===== src/rtl/fir_seq_if.sv =====
// Handshake and datapath-strobe bundle between the FIR sequencer and its neighbours.
// master: upstream source plus datapath (drives requests, observes strobes).
// slave:  the fir_seq controller.
interface fir_seq_if;
  logic       coef_start;
  logic       coef_bit;
  logic       sample_valid;
  logic       sample_ready;
  logic [1:0] mux_control;
  logic       clear_accum;
  logic       accum_en;
  logic       shift_en;
  logic       shift_in;
  logic       data_en;
  logic       y_valid;
  logic       coef_ok;
  logic       busy;

  modport master (
    output coef_start, coef_bit, sample_valid,
    input  sample_ready, mux_control, clear_accum, accum_en, shift_en,
           shift_in, data_en, y_valid, coef_ok, busy
  );

  modport slave (
    input  coef_start, coef_bit, sample_valid,
    output sample_ready, mux_control, clear_accum, accum_en, shift_en,
           shift_in, data_en, y_valid, coef_ok, busy
  );
endinterface


===== src/rtl/fir_seq.sv =====
// Sequencer for a 4-tap serial-MAC FIR datapath.
// Loads 32 coefficient bits serially, then per sample runs
// CLR -> MAC x4 -> LATCH -> OUT (8 cycles from IDLE back to IDLE).
// All strobes except shift_in are decoded from registered state/counters.
module fir_seq (
  input  logic     clk,
  input  logic     reset,
  fir_seq_if.slave bus
);

  localparam logic [2:0] S_IDLE  = 3'd0;
  localparam logic [2:0] S_LOAD  = 3'd1;
  localparam logic [2:0] S_CLR   = 3'd2;
  localparam logic [2:0] S_MAC   = 3'd3;
  localparam logic [2:0] S_LATCH = 3'd4;
  localparam logic [2:0] S_OUT   = 3'd5;

  logic [2:0] state;
  logic [4:0] bit_cnt;
  logic [1:0] tap_cnt;
  logic       coef_ok_q;

  // State and counter update; coef_start wins over sample_valid in IDLE,
  // and samples are ignored until a full coefficient load has completed.
  always_ff @(posedge clk or negedge reset) begin
    if (!reset) begin
      state     <= S_IDLE;
      bit_cnt   <= '0;
      tap_cnt   <= '0;
      coef_ok_q <= 1'b0;
    end else begin
      case (state)
        S_IDLE: begin
          if (bus.coef_start) begin
            state   <= S_LOAD;
            bit_cnt <= '0;
          end else if (bus.sample_valid && coef_ok_q) begin
            state <= S_CLR;
          end
        end
        S_LOAD: begin
          // 5-bit counter wraps 31 -> 0 on the same edge that leaves LOAD
          bit_cnt <= bit_cnt + 5'd1;
          if (bit_cnt == 5'd31) begin
            state     <= S_IDLE;
            coef_ok_q <= 1'b1;
          end
        end
        S_CLR: begin
          state   <= S_MAC;
          tap_cnt <= '0;
        end
        S_MAC: begin
          tap_cnt <= tap_cnt + 2'd1;
          if (tap_cnt == 2'd3) state <= S_LATCH;
        end
        S_LATCH: state <= S_OUT;
        S_OUT:   state <= S_IDLE;
        default: state <= S_IDLE;
      endcase
    end
  end

  // Output decode: one strobe per state, so the datapath enables are exclusive by construction
  assign bus.shift_en     = (state == S_LOAD);
  assign bus.shift_in     = (state == S_LOAD) & bus.coef_bit;
  assign bus.clear_accum  = (state == S_CLR);
  assign bus.accum_en     = (state == S_MAC);
  assign bus.mux_control  = (state == S_MAC) ? tap_cnt : 2'd0;
  assign bus.data_en      = (state == S_LATCH);
  assign bus.sample_ready = (state == S_LATCH);
  assign bus.y_valid      = (state == S_OUT);
  assign bus.busy         = (state != S_IDLE);
  assign bus.coef_ok      = coef_ok_q;

endmodule


===== src/flat_wrapper.sv =====
// flat-port wrapper written by rule: the top's interface ports become plain ports
module fir_seq_flat 
  (clk, reset, bus_coef_start, bus_coef_bit, bus_sample_valid, bus_sample_ready, bus_mux_control, bus_clear_accum, bus_accum_en, bus_shift_en, bus_shift_in, bus_data_en, bus_y_valid, bus_coef_ok, bus_busy);
  fir_seq_if bus_i ();
  input  logic clk;
  input  logic reset;
  input wire logic [$bits(bus_i.coef_start)-1:0] bus_coef_start;
  input wire logic [$bits(bus_i.coef_bit)-1:0] bus_coef_bit;
  input wire logic [$bits(bus_i.sample_valid)-1:0] bus_sample_valid;
  output wire logic [$bits(bus_i.sample_ready)-1:0] bus_sample_ready;
  output wire logic [$bits(bus_i.mux_control)-1:0] bus_mux_control;
  output wire logic [$bits(bus_i.clear_accum)-1:0] bus_clear_accum;
  output wire logic [$bits(bus_i.accum_en)-1:0] bus_accum_en;
  output wire logic [$bits(bus_i.shift_en)-1:0] bus_shift_en;
  output wire logic [$bits(bus_i.shift_in)-1:0] bus_shift_in;
  output wire logic [$bits(bus_i.data_en)-1:0] bus_data_en;
  output wire logic [$bits(bus_i.y_valid)-1:0] bus_y_valid;
  output wire logic [$bits(bus_i.coef_ok)-1:0] bus_coef_ok;
  output wire logic [$bits(bus_i.busy)-1:0] bus_busy;
  assign bus_i.coef_start = bus_coef_start;
  assign bus_i.coef_bit = bus_coef_bit;
  assign bus_i.sample_valid = bus_sample_valid;
  assign bus_sample_ready = bus_i.sample_ready;
  assign bus_mux_control = bus_i.mux_control;
  assign bus_clear_accum = bus_i.clear_accum;
  assign bus_accum_en = bus_i.accum_en;
  assign bus_shift_en = bus_i.shift_en;
  assign bus_shift_in = bus_i.shift_in;
  assign bus_data_en = bus_i.data_en;
  assign bus_y_valid = bus_i.y_valid;
  assign bus_coef_ok = bus_i.coef_ok;
  assign bus_busy = bus_i.busy;
  fir_seq u_core (.clk(clk), .reset(reset), .bus(bus_i));
endmodule

===== config.mk =====
export PLATFORM = sky130hd
export DESIGN_NAME = fir_seq_flat
export DESIGN_NICKNAME = d
export VERILOG_FILES = /design/src/rtl/fir_seq_if.sv /design/src/rtl/fir_seq.sv /design/src/flat_wrapper.sv
export SDC_FILE = /design/constraint.sdc
export NUM_CORES = 1
export LEC_CHECK = 0
export ABC_AREA = 1
export BUFFER_PORTS_ARGS = -buffer_cell sky130_fd_sc_hd__buf_4
export CAP_MARGIN = 20
export CORE_MARGIN = 1.5
export CORE_UTILIZATION = 30
export CTS_CLUSTER_DIAMETER = 120
export DETAILED_ROUTE_END_ITERATION = 10
export SLEW_MARGIN = 10
export SYNTH_ARGS = -nofsm -noshare
export SYNTH_HDL_FRONTEND = slang
export SYNTH_SLANG_ARGS = --single-unit

===== constraint.sdc =====
create_clock -name clk -period 1.39 [get_ports clk]
set_clock_uncertainty 0.05 [all_clocks]
set_input_delay 0.0695 -clock clk [delete_from_list [all_inputs] [get_ports clk]]
set_output_delay 0.0695 -clock clk [all_outputs]
set_load 0.1 [all_outputs]

## Word level (Yosys, flattened, before mapping)

Cells that the tools add are included.

| word-level totals | value |
|---|---|
| register bits after elaboration | 11 |
| input port bits | 5 |
| output and inout port bits | 11 |
| logic and storage cells | 35 |

| operators by class | value |
|---|---|
| $add $sub $neg | 2 |
| eq/ne operators | 11 |
| multiplexer cells | 9 |
| bitwise gates (word level) | 1 |
| reductions and logical operators | 8 |

Operators by type and width:

| cell | number |
|---|---|
| 3-bit one-hot mux with 5 select lines | 1 |
| 3-bit two-way mux | 4 |
| 5-bit one-hot mux with 2 select lines | 1 |
| 3-bit by 2-bit == test with 1-bit output, second input constant | 2 |
| 3-bit == test, second input constant | 2 |
| 5-bit by 1-bit adder with 5-bit output, second input constant | 1 |
| 5-bit == test, second input constant | 1 |
| 5-bit two-way mux | 1 |
| 2-bit by 1-bit inequality test with 1-bit output, second input constant | 2 |
| 2-bit one-hot mux with 2 select lines | 1 |
| 2-bit AND reduction | 2 |
| 2-bit nonzero test | 2 |
| 3-bit by 1-bit == test with 1-bit output, second input constant | 1 |
| 3-bit zero test | 1 |
| 3-bit by 2-bit inequality test with 1-bit output, second input constant | 1 |
| 3-bit AND reduction | 1 |
| 3-bit nonzero test | 1 |
| 2-bit by 1-bit adder with 2-bit output, second input constant | 1 |
| 2-bit == test, second input constant | 1 |
| 2-bit two-way mux | 1 |
| 2-bit inequality test, second input constant | 1 |
| 1-bit bitwise AND | 1 |
| 1-bit logical AND | 1 |

## Logic depth before layout (Yosys ltp)

| depth | value |
|---|---|
| word-level depth | 4 |
| depth in mapped cells | 8 |
| depth with buffers taken out | 8 |

## Worst setup path after synthesis

No wires, ideal clock.

| timing | value |
|---|---|
| path kind | register -> register |
| start | reg u_core.state[2] |
| end | reg u_core.state[0] |
| setup time | 74 ps |
| data arrival time | 2128 ps |
| setup slack | -862 ps |
| cell stages (with the launch flop) | 6 |
| buffers on the path | 0 |
| period minus slack after synthesis | 2252 ps |
| cell sequence | dfrtp_1 -> inv_2 -> nand2_1 -> nor2_1 -> nor2_1 -> nand3_1 |

| on the way | value |
|---|---|
| elaborated cells between the ends (all ways) | 10 |
| classes of those cells | eq/ne: 7; mux: 1; reduce/logical: 2 |

RTL lines:

| element | RTL line | text |
|---|---|---|
| start: declaration | fir_seq.sv:18 | `logic [2:0] state;` |
| start signal: assignment | fir_seq.sv:27 | `state <= S_IDLE;` |
| start signal: assignment | fir_seq.sv:35 | `state <= S_LOAD;` |
| start signal: assignment | fir_seq.sv:38 | `state <= S_CLR;` |
| 3-bit by 2-bit == test with 1-bit output | n/a |  |
| net bus_clear_accum | flat_wrapper.sv:12 | `output wire logic [$bits(bus_i.clear_accum)-1:0] bus_clear_accum;` |
| 3-bit one-hot mux with 5 select lines | fir_seq.sv:32 | `case (state)` |

The timed path passes the listed nets, and every way through them passes these cells.
A chain may end at the register's enable or synchronous reset.

## Worst setup path after layout

| timing | value |
|---|---|
| start | reg u_core.state[2] |
| end | out bus_clear_accum |

| on the way | value |
|---|---|
| cells in the longest elaborated chain, start to end | 1 |

RTL lines:

| element | RTL line | text |
|---|---|---|
| 3-bit by 2-bit == test with 1-bit output | fir_seq.sv:67 | `assign bus.clear_accum = (state == S_CLR);` |
| end: declaration | flat_wrapper.sv:12 |  |

Every way passes these cells.

==> flow_metrics.tcl <==
set metrics [dict create \
    run_status "complete, but fails checks" \
    failed_checks "negative setup slack" \
    grtUsageTotal 0.145 \
    ys.flop_type "dfrtp_1" \
    rsz0062_at_grt "yes" \
    clockBufferDepth 2 \
    hold_class "input pin to async pin" \
    switching_share 0.546 \
    yosysMostFrequentCell "nand2_1" \
    combPwrFrac 0.710 \
    ant_nets 0 \
    ys_top_cells_by_area "dfrtp_1 43%, nand2_1 13%, inv_1 7.1%" \
    syn-num-nets 91 \
    peakVddDrop_v 0.00196 \
    synth.cell_area_um2 636 \
    synth_commonest_cells "22 x nand2_1, 12 x inv_1, 11 x dfrtp_1" \
    synth_edf_count 0 \
    maxSlewHeadroom 0.817 \
    startpoint "u_core.state[2]" \
    syn-instance-count 83 \
    antenna_found_initial 0 \
    cts.clk_slew.worst_paths_ns 0.07 \
    start_util 0.321 \
    gp_congestion 0.720 \
    io_buffer_count 15 \
    num_vias 608 \
    rr_startpoint "u_core.bit_cnt[0]" \
    grt_pass1_vias 621 \
    grt_start_max_net_pins 12 \
    dr.first_iter.drc_count 7 \
    cts_tree "yes" \
    cts-buffers-inserted 3 \
    ios 16 \
    postSynth.asyncResetShare 1.00 \
    yosys.area.top_type "dfrtp_1" \
    max_freq_mhz 717 \
    coreArea_um2 1980 \
    tightest_slew_ns 0.277 \
    synth-seq-cells 11 \
    dpl_worst_slack_ns 0.0392 \
    hold_violations 0 \
    internal-power_mw 1.22 \
    fp.dieArea_um2 2400 \
    fin_tns_setup_ns -0.00938 \
    route.detailed.drc 0 \
    drv_slew 0 \
    clockRootBuffer "clkbuf_4" \
    clockPowerShare 0.082 \
    area_delta_synth_final_pct 70.9 \
    cp.required_ns 1.27 \
    p_leak_nw 0.548 \
    fp.dieH_um 49.0 \
    avgRoutedWirePerCell_um 10.6 \
    critical_path_class "register to output port" \
    setup.worst_path.start_class "register" \
    power_frac_seq 0.209 \
    switching_power_mw 1.47 \
    rows 16 \
    synth.distinct_cells 18 \
    dp_hpwl_um 1000 \
    powerDensity_nw_per_um2 2480 \
    grt_pass1_wl_um 2650 \
    dieWidth_um 49.0 \
    fin_crit_ns 1.39 \
    numClockSinks 11 \
    finalCritPeriodShare 1.00 \
    overflow 0 \
    wl_um 1480 \
    viasPerCell 4.34 \
    insertion_delay_ns 0.27 \
    synth-seq-area-share 0.433 \
    avgSynthCellArea_um2 7.66 \
    setup_viol 3 \
    detail_route.first_pass.iterations 4 \
    diodes 0 \
    ys_warn_count 0 \
    cp.arrival_ns 1.27 \
    maxCapViolCount 0 \
    worstSetupEndpointType "output port" \
    setup_slack_ns -0.00446 \
    drive_above_1_share 0.513 \
    h-tree-depth 1 \
    crit_fanout 3 \
    netlist.area_leader.share 0.433 \
    finalNetCount 122 \
]
-- power by group through the flow --
stage | clock, mW | combinational (mW) | sequential (mW)
detailed placement | 0 | 1.53 | 0.561
global route | 0.236 | 2.06 | 0.578
floorplan | 0 | 1.20 | 0.578
CTS | 0.226 | 1.81 | 0.553
finish | 0.220 | 1.91 | 0.561
global placement | 0 | 1.52 | 0.558
-- registers in the layout (all words and copies together), names as in the netlist --
register / flops
u_core.bit_cnt: 5
u_core.tap_cnt: 2
u_core.state: 3
u_core.bus.coef_ok: 1
-- final cells by class --
type                    count  area (um2)
fillers                   173         896
multi-input cells          55         367
repair buffers             27         313
flip-flops and latches     11         278
inverters                  16        68.8
well taps                  27        33.8
clock buffers               4        26.3
-- worst max-delay path, cell delays in order (launching register included) --
cell and delay, ns:
dfrtp_1 0.39, inv_2 0.10, nand2_2 0.07, buf_6 0.12, nor2_4 0.14, buf_12 0.18
-- cells by family (layout without fill, tap and decap cells) --
logic type	after synthesis	count (layout)	share of synthesized area
AO/OA/AOI/OAI	8	8	0.0787
adder cells (fa/ha/maj)	3	3	0.0591
buffers and inverters	17	47	0.108
flip-flops	11	11	0.433
AND/OR/NAND/NOR	44	44	0.321
-- per-layer routing --
layer,global-route usage,vias up,part of all wire
li1,-,316,-
met1,0.168,273,0.41
met2,0.256,15,0.54
met3,0.0184,4,0.026
met4,0.0857,0,0.017
met5,0,-,0
-- stage by stage --
| stage | instance area, um2 | hold WS (ns) | std cells | util | power (mW) |
|---|---|---|---|---|---|
| after global routing | 1090 | 0.136 | 140 | 0.548 | 2.87 |
| after global placement | 848 | -0.139 | 127 | 0.428 | 2.08 |
| final | 1090 | 0.111 | 140 | 0.548 | 2.69 |
| after CTS | 1030 | 0.114 | 137 | 0.521 | 2.59 |
| after detailed placement | 848 | -0.137 | 127 | 0.428 | 2.09 |
| after floorplan | 699 | -0.276 | 83 | - | 1.78 |
-- cell usage in the layout (no fill, tap or decap) --
cell type / count
clkbuf_1: 1
nor2_2: 3
nand2_4: 2
ha_2: 2
nor2_1: 3
o21ai_1: 3
clkinvlp_4: 1
nand3_1: 4
nand4_1: 1
ha_1: 1
a21o_1: 1
nor2_4: 6
nand3_2: 1
nand2_1: 19
clkinv_4: 1
dfrtp_1: 9
nand3_4: 1
nor3_2: 1
buf_12: 8
buf_4: 16
o21ai_0: 3
dlygate4sd3_1: 1
o22ai_2: 1
clkbuf_4: 3
nand2_2: 3
inv_1: 9
dfrtp_2: 2
inv_2: 5
buf_6: 2
-- worst paths after layout --
path	end	slack (ns)	cells past startpoint
setup reg to reg	u_core.bus.coef_ok	0.07	6
hold / removal	u_core.bit_cnt[1]	0.11	2
max in group asynchronous	u_core.state[1]	1.02	2
setup / recovery	bus_clear_accum	-0.004	5
min in group clk	u_core.bit_cnt[3]	0.12	4
hold reg to reg	u_core.bus.coef_ok	0.44	1
-- timing repair --
action                                 in CTS  in global routing
endpoints found under the hold margin      11                  0
pin swaps                                   3                  1
setup endpoints to repair                  10                 12
gates resized for setup                    28                  9
buffers inserted                            5                  3
hold buffers                                1                  0
No activity file was read; power rests on OpenSTA's default activity.
